**src/rtl/sequence_display_ctrl_pkg.sv**
```systemverilog
`default_nettype none
// =============================================================================
// Module   : game_pkg
// Brief    : Shared state codes, bus width defaults and LED constants for the
//            memory-game sequence display controller.
// Revision : 1.0 - initial release
// =============================================================================
package game_pkg;

  localparam int c_addr_w = 4;
  localparam int c_data_w = 4;

  localparam logic [3:0] S_IDLE = 4'd0;
  localparam logic [3:0] S_LOAD = 4'd1;
  localparam logic [3:0] S_SHOW = 4'd2;
  localparam logic [3:0] S_GAP  = 4'd3;
  localparam logic [3:0] S_DONE = 4'd4;

  typedef enum logic [3:0] {
    ST_IDLE = S_IDLE,
    ST_LOAD = S_LOAD,
    ST_SHOW = S_SHOW,
    ST_GAP  = S_GAP,
    ST_DONE = S_DONE
  } state_t;

  localparam logic [c_data_w-1:0] c_dark = '0;

endpackage
`default_nettype wire

```
**src/rtl/sequence_display_ctrl_if.sv**
```systemverilog
`default_nettype none
// =============================================================================
// Module   : sequence_display_ctrl_if
// Brief    : Control-unit handshake plus sequence-memory/LED bus of the
//            display controller. Optional abort line under SEQ_ABORT_EN.
// Revision : 1.0 - initial release
// =============================================================================
interface sequence_display_ctrl_if
  import game_pkg::*;
#(
  parameter int ADDR_W = c_addr_w,
  parameter int DATA_W = c_data_w
) ();

  logic              start;
  logic [ADDR_W-1:0] rodada;
  logic [DATA_W-1:0] mem_data;
  logic [ADDR_W-1:0] mem_addr;
  logic [DATA_W-1:0] leds;
  logic              busy;
  logic              done;
  logic [3:0]        db_estado;
`ifdef SEQ_ABORT_EN
  logic              abort;

  modport master (output start, rodada, mem_data, abort,
                  input  mem_addr, leds, busy, done, db_estado);
  modport slave  (input  start, rodada, mem_data, abort,
                  output mem_addr, leds, busy, done, db_estado);
`else
  modport master (output start, rodada, mem_data,
                  input  mem_addr, leds, busy, done, db_estado);
  modport slave  (input  start, rodada, mem_data,
                  output mem_addr, leds, busy, done, db_estado);
`endif

endinterface
`default_nettype wire

```
**src/rtl/sequence_display_ctrl_timer.sv**
```systemverilog
`default_nettype none
// =============================================================================
// Module   : seq_timer
// Brief    : Loadable down-counter; expired is high at zero while not loading.
// Revision : 1.0 - initial release
// =============================================================================
module seq_timer #(
  parameter int WIDTH = 10
) (
  input  wire              clock,
  input  wire              reset,
  input  wire              load,
  input  wire [WIDTH-1:0]  load_val,
  output logic             expired
);

  logic [WIDTH-1:0] r_count;

  always_ff @(posedge clock or negedge reset) begin
    if (!reset) begin
      r_count <= '0;
    end else if (load) begin
      r_count <= load_val;
    end else if (r_count != '0) begin
      r_count <= r_count - 1'b1;
    end
  end

  assign expired = (r_count == '0) && !load;

endmodule
`default_nettype wire

```
**src/rtl/sequence_display_ctrl.sv**
```systemverilog
`default_nettype none
// =============================================================================
// Module   : sequence_display_ctrl
// Brief    : Replays stored colour sequence 0..rodada on the LEDs (T_ON lit,
//            T_OFF dark per item). Optional abort input under SEQ_ABORT_EN.
// Revision : 1.0 - initial release
// =============================================================================
module sequence_display_ctrl
  import game_pkg::*;
#(
  parameter int ADDR_W = c_addr_w,
  parameter int DATA_W = c_data_w,
  parameter int T_ON   = 1000,
  parameter int T_OFF  = 500
) (
  input wire                     clock,
  input wire                     reset,
  sequence_display_ctrl_if.slave bus
);

  localparam int c_tmr_w = $clog2(((T_ON > T_OFF) ? T_ON : T_OFF) + 1);
  // The load cycle itself counts as the first cycle of SHOW/GAP, hence T-2.
  localparam logic [c_tmr_w-1:0] c_on_load  = (T_ON  >= 2) ? c_tmr_w'(T_ON  - 2) : '0;
  localparam logic [c_tmr_w-1:0] c_off_load = (T_OFF >= 2) ? c_tmr_w'(T_OFF - 2) : '0;
  localparam logic c_on_single  = (T_ON  == 1);
  localparam logic c_off_single = (T_OFF == 1);

  state_t              r_state;
  state_t              w_state_next;
  logic [ADDR_W-1:0]   r_idx;
  logic [ADDR_W-1:0]   r_rod;
  logic [DATA_W-1:0]   r_led;
  logic                r_entry;
  logic                w_tmr_load;
  logic [c_tmr_w-1:0]  w_tmr_val;
  logic                w_tmr_expired;
  logic                w_show_end;
  logic                w_gap_end;

  assign w_tmr_load = r_entry && ((r_state == ST_SHOW) || (r_state == ST_GAP));
  assign w_tmr_val  = (r_state == ST_SHOW) ? c_on_load : c_off_load;
  assign w_show_end = r_entry ? c_on_single  : w_tmr_expired;
  assign w_gap_end  = r_entry ? c_off_single : w_tmr_expired;

  seq_timer #(
    .WIDTH    (c_tmr_w)
  ) u_timer (
    .clock    (clock),
    .reset    (reset),
    .load     (w_tmr_load),
    .load_val (w_tmr_val),
    .expired  (w_tmr_expired)
  );

  always_comb begin
    w_state_next = r_state;
    case (r_state)
      ST_IDLE: if (bus.start) w_state_next = ST_LOAD;
      ST_LOAD: w_state_next = ST_SHOW;
      ST_SHOW: if (w_show_end) w_state_next = ST_GAP;
      ST_GAP:  if (w_gap_end) w_state_next = (r_idx == r_rod) ? ST_DONE : ST_LOAD;
      ST_DONE: w_state_next = ST_IDLE;
      default: w_state_next = ST_IDLE;
    endcase
`ifdef SEQ_ABORT_EN
    if (bus.abort && ((r_state == ST_LOAD) || (r_state == ST_SHOW) || (r_state == ST_GAP)))
      w_state_next = ST_IDLE;
`endif
  end

  always_ff @(posedge clock or negedge reset) begin
    if (!reset) begin
      r_state <= ST_IDLE;
      r_idx   <= '0;
      r_rod   <= '0;
      r_led   <= '0;
      r_entry <= 1'b0;
    end else begin
      r_state <= w_state_next;
      r_entry <= (w_state_next != r_state);
      if ((r_state == ST_IDLE) && bus.start) begin
        r_rod <= bus.rodada;
        r_idx <= '0;
      end
      if (r_state == ST_LOAD)
        r_led <= bus.mem_data;
      // Compare-before-increment: the last item never advances idx, so no wrap.
      if ((r_state == ST_GAP) && (w_state_next == ST_LOAD))
        r_idx <= r_idx + 1'b1;
    end
  end

  assign bus.mem_addr  = r_idx;
  assign bus.leds      = (r_state == ST_SHOW) ? r_led : DATA_W'(c_dark);
  assign bus.busy      = (r_state == ST_LOAD) || (r_state == ST_SHOW) || (r_state == ST_GAP);
  assign bus.done      = (r_state == ST_DONE);
  assign bus.db_estado = r_state;

endmodule
`default_nettype wire

```
**src/flat_wrapper.sv**
```systemverilog
// flat-port wrapper written by rule: the top's interface ports become plain ports
module sequence_display_ctrl_flat import game_pkg::*;
#(
  parameter int ADDR_W = c_addr_w,
  parameter int DATA_W = c_data_w,
  parameter int T_ON   = 1000,
  parameter int T_OFF  = 500
)
  (clock, reset, bus_start, bus_rodada, bus_mem_data, bus_mem_addr, bus_leds, bus_busy, bus_done, bus_db_estado);
  sequence_display_ctrl_if #(.ADDR_W(ADDR_W), .DATA_W(DATA_W)) bus_i ();
  input wire clock;
  input wire reset;
  input wire logic [$bits(bus_i.start)-1:0] bus_start;
  input wire logic [$bits(bus_i.rodada)-1:0] bus_rodada;
  input wire logic [$bits(bus_i.mem_data)-1:0] bus_mem_data;
  output wire logic [$bits(bus_i.mem_addr)-1:0] bus_mem_addr;
  output wire logic [$bits(bus_i.leds)-1:0] bus_leds;
  output wire logic [$bits(bus_i.busy)-1:0] bus_busy;
  output wire logic [$bits(bus_i.done)-1:0] bus_done;
  output wire logic [$bits(bus_i.db_estado)-1:0] bus_db_estado;
  assign bus_i.start = bus_start;
  assign bus_i.rodada = bus_rodada;
  assign bus_i.mem_data = bus_mem_data;
  assign bus_mem_addr = bus_i.mem_addr;
  assign bus_leds = bus_i.leds;
  assign bus_busy = bus_i.busy;
  assign bus_done = bus_i.done;
  assign bus_db_estado = bus_i.db_estado;
  sequence_display_ctrl #(.ADDR_W(ADDR_W), .DATA_W(DATA_W), .T_ON(T_ON), .T_OFF(T_OFF)) u_core (.clock(clock), .reset(reset), .bus(bus_i));
endmodule
```
**config.mk**
```make
export PLATFORM = sky130hd
export DESIGN_NAME = sequence_display_ctrl_flat
export DESIGN_NICKNAME = d
export VERILOG_FILES = /design/src/rtl/sequence_display_ctrl_pkg.sv /design/src/rtl/sequence_display_ctrl_if.sv /design/src/rtl/sequence_display_ctrl_timer.sv /design/src/rtl/sequence_display_ctrl.sv /design/src/flat_wrapper.sv
export SDC_FILE = /design/constraint.sdc
export NUM_CORES = 1
export LEC_CHECK = 0
export ABC_AREA = 1
export CORE_MARGIN = 1.5
export CORE_UTILIZATION = 45
export DETAILED_ROUTE_END_ITERATION = 7
export DONT_BUFFER_PORTS = 1
export REMOVE_ABC_BUFFERS = 1
export SLEW_MARGIN = 20
export SYNTH_ARGS = -nofsm -noshare
export SYNTH_HDL_FRONTEND = slang
export SYNTH_SLANG_ARGS = --single-unit
```
**constraint.sdc**
```tcl
create_clock -name clock -period 2.2 [get_ports clock]
set_input_delay 0.44 -clock clock [delete_from_list [all_inputs] [get_ports clock]]
set_output_delay 0.44 -clock clock [all_outputs]
set_load 0.1 [all_outputs]
```
==> run metrics <==
status finished clean; Gate power share 0.357; Die Height between 60 and 70 um; CP max stage delay ~0.43 ns; top post-synthesis cells by count 30 x nand2_1, 27 x dfrtp_1, 27 x inv_1; pwr dens around 820 nW/um^2; vias in the first global route about 1,100; global-route wire length before repair about 4.6 mm; post-synthesis mux area share 0.0152; Yosys cell types 26; register area share after synthesis 0.455; antenna-violating nets left 0; Post-CTS Resized 0; top-count cell post-synth nand2_1; Clock Path Buffers 2; Sw Pwr ~0.60 mW; setup violators final 0; Placed Area approximately 1700 um^2; reg2reg setup slack roughly 0.6 ns; fin util 0.577; Max IR drop VDD around 0.33 mV; crit path buf inv count 2; Post-synth ARST share 1.00; die width around 60 um; CP Capture Type primary output; worst-path cell chain nor2_4 > nand2_1 > nor2_1 > inv_1 > nor2_2 > buf_12; htree depth 1; CTS tree done; total track usage 0.169; clk root buf clkbuf_4; area share of the largest cell type after synthesis 0.455; fin. max-slew vios 0; detailed placer's ending HPWL around 2.1 mm; capturing point of the worst reg2reg path u_core.bus.mem_addr[0]; setup bufs post-CTS 0; critical path's top delay family simple AND/OR/NAND/NOR gates; clock sinks 27; row cnt 20; Hold Path Sink u_core.r_rod[2]; Yosys warnings 0; Reg clk slew, reported paths 0.15 ns; Post-Synth Simple-Gate Area 0.282; Synth Area in Compound Gates 0.104; RSZ-0062 raised after global routing false; drt wl/cell 11.1 um; Int Pwr slightly below 0.9 mW; synthesized area per cell between 8 and 9 um^2; Worst EP arrival approximately 1.6 ns; #FFs+latches synth 27; WHS around 0.24 ns; fin area between 1500 and 2000 um^2; largest family of logic cells by synthesized area simple AND/OR/NAND/NOR gates; WL final around 2.7 mm; Synth area leader dfrtp_1; non-filler cells in the finished layout approximately 250; Setup crit start kind register; Tcrit/Tclk final 0.930; # Max-Cap Violations 0; Hold WC Path Type primary input to register; post-placement cell count 242; die footprint approximately 3700 um^2; leading post-synthesis cells by cell area dfrtp_1 46%, nand2_1 7.6%, inv_1 6.8%, nor2_1 5.6%, a21oi_1 4.4%; largest net degree at the start of global routing 28; vias about 1,200; setup ws final around 0.15 ns; Overall Power 1.47 mW; Starting Density 0.478; TritonCTS buffer count 3; switching power share of the total 0.405; Fin Setup TNS 0 ns; final net count ~220; dominant synthesized flop cell dfrtp_1; Ports 25; CP Max Fanout 7; Reg-to-Reg Start u_core.u_timer.r_count[0]; Slowest cell on crit path dfrtp_1; clock power share 0.149; clk_lat worst skew around 0.33 ns; drc violations 0; number of enable flip-flop cells after synthesis 0; Via density 4.85; setup slack at placement around 0.52 ns; Initial DRC Count 45; XOR/XNOR Fraction of Synth Area 0.0354; min-delay src bus_rodada[2]; gpl congestion between 0.8 and 0.9; min cycle time layout between 2 and 2.5 ns; core area 3100 um^2; CP Data Required Time roughly 1.8 ns; Post-Synthesis Cell Area 1480 um^2; Setup CP Type register to primary output; Pleak approximately 0.86 nW; Antenna Cells 0; share of cells above drive strength 1 0.230; Crit. Startpoint u_core.bus.db_estado[3]; Clock Skew 0.00639 ns; Buffers on Ports 0; grt ovf 0; Post-Synth Adder-Cell Area 0.0253; drt pass-1 iters 4; Mapped Cells ~180; antenna violations before repair 0; Sequential Power Share 0.494; area delta synth->final 20.7%; reg2reg path depth 9; hold violation count in the final report 0; hold depth 1; Fmax around 0.5 GHz
## logic make-up (layout without fill, tap and decap cells)
logic type | Yosys count | count (layout)
adders and majority gates | 3 | 3
buffers and inverters | 32 | 52
AOI/OAI and AO/OA | 29 | 29
other | 1 | 1
muxes | 2 | 2
DFF | 27 | 27
xor gates and xnor gates | 6 | 6
and+or+nand+nor | 84 | 84
## cells in the final DEF (no fill, tap or decap), types with 2 or more instances in the layout
master    instances
xnor2_1           4
nand4_1           2
inv_2             5
buf_4             8
nor2_4            3
nor2_2            9
buf_12            7
a21oi_1          13
o21ai_1           5
xor2_1            2
dfrtp_1          27
o21ai_0           8
clkbuf_4          3
nand3b_1          2
nand3_2           2
nand3_1          11
inv_1            27
nor2_1           16
ha_1              3
nand2_1          30
nand2_2           4
mux2_2            2
nor3_1            3
## power by group through the flow
stage	logic (mW)	registers, mW	clock network, mW
global route	0.597	0.744	0.243
floorplan	0.386	0.740	0
global placement	0.501	0.730	0
finish	0.525	0.727	0.219
detailed placement	0.509	0.738	0
CTS	0.526	0.726	0.231
## sequential cells by signal (all words and copies together) (netlist names)
register	count
u_core.u_timer.r_count	10
u_core.r_rod	4
u_core.r_entry	1
u_core.r_led	4
u_core.bus.db_estado	4
u_core.bus.mem_addr	4
## worst max-delay path by stage
stage	endpoint	slack, ns	depth (start not counted)
3_5_place_dp	bus_leds[2]	0.52	6
6_report	bus_leds[2]	0.15	6
3_3_place_gp	bus_leds[1]	0.55	6
5_1_grt	bus_leds[0]	0.007	6
2_1_floorplan	bus_leds[0]	-0.87	5
4_1_cts	bus_leds[2]	0.12	6
## timing repair
| action | CTS | global route |
|---|---|---|
| setup endpoints to repair | 0 | 2 |
| endpoints found under the hold margin | 27 | 0 |
| hold buffers | 2 | 0 |
## layer usage
layer | share of wire | routed length [um] | vias to the layer above | global-route usage
met2 | 0.47 | 1300 | 36 | 0.286
met3 | 0.048 | 133 | 7 | 0.0192
met1 | 0.46 | 1250 | 537 | 0.217
li1 | - | - | 623 | -
met5 | 0 | 0 | - | 0
met4 | 0.022 | 61 | 0 | 0.0807
## final cells by class
type	instances	area [um^2]
multi-input combinational	125	703
clock buffer	3	22.5
fill	304	1310
timing repair buffer	16	210
inverter	32	120
clock inverter	1	5.00
tap	44	55.1
sequential	27	676
Power figures use the tool's default switching activity.
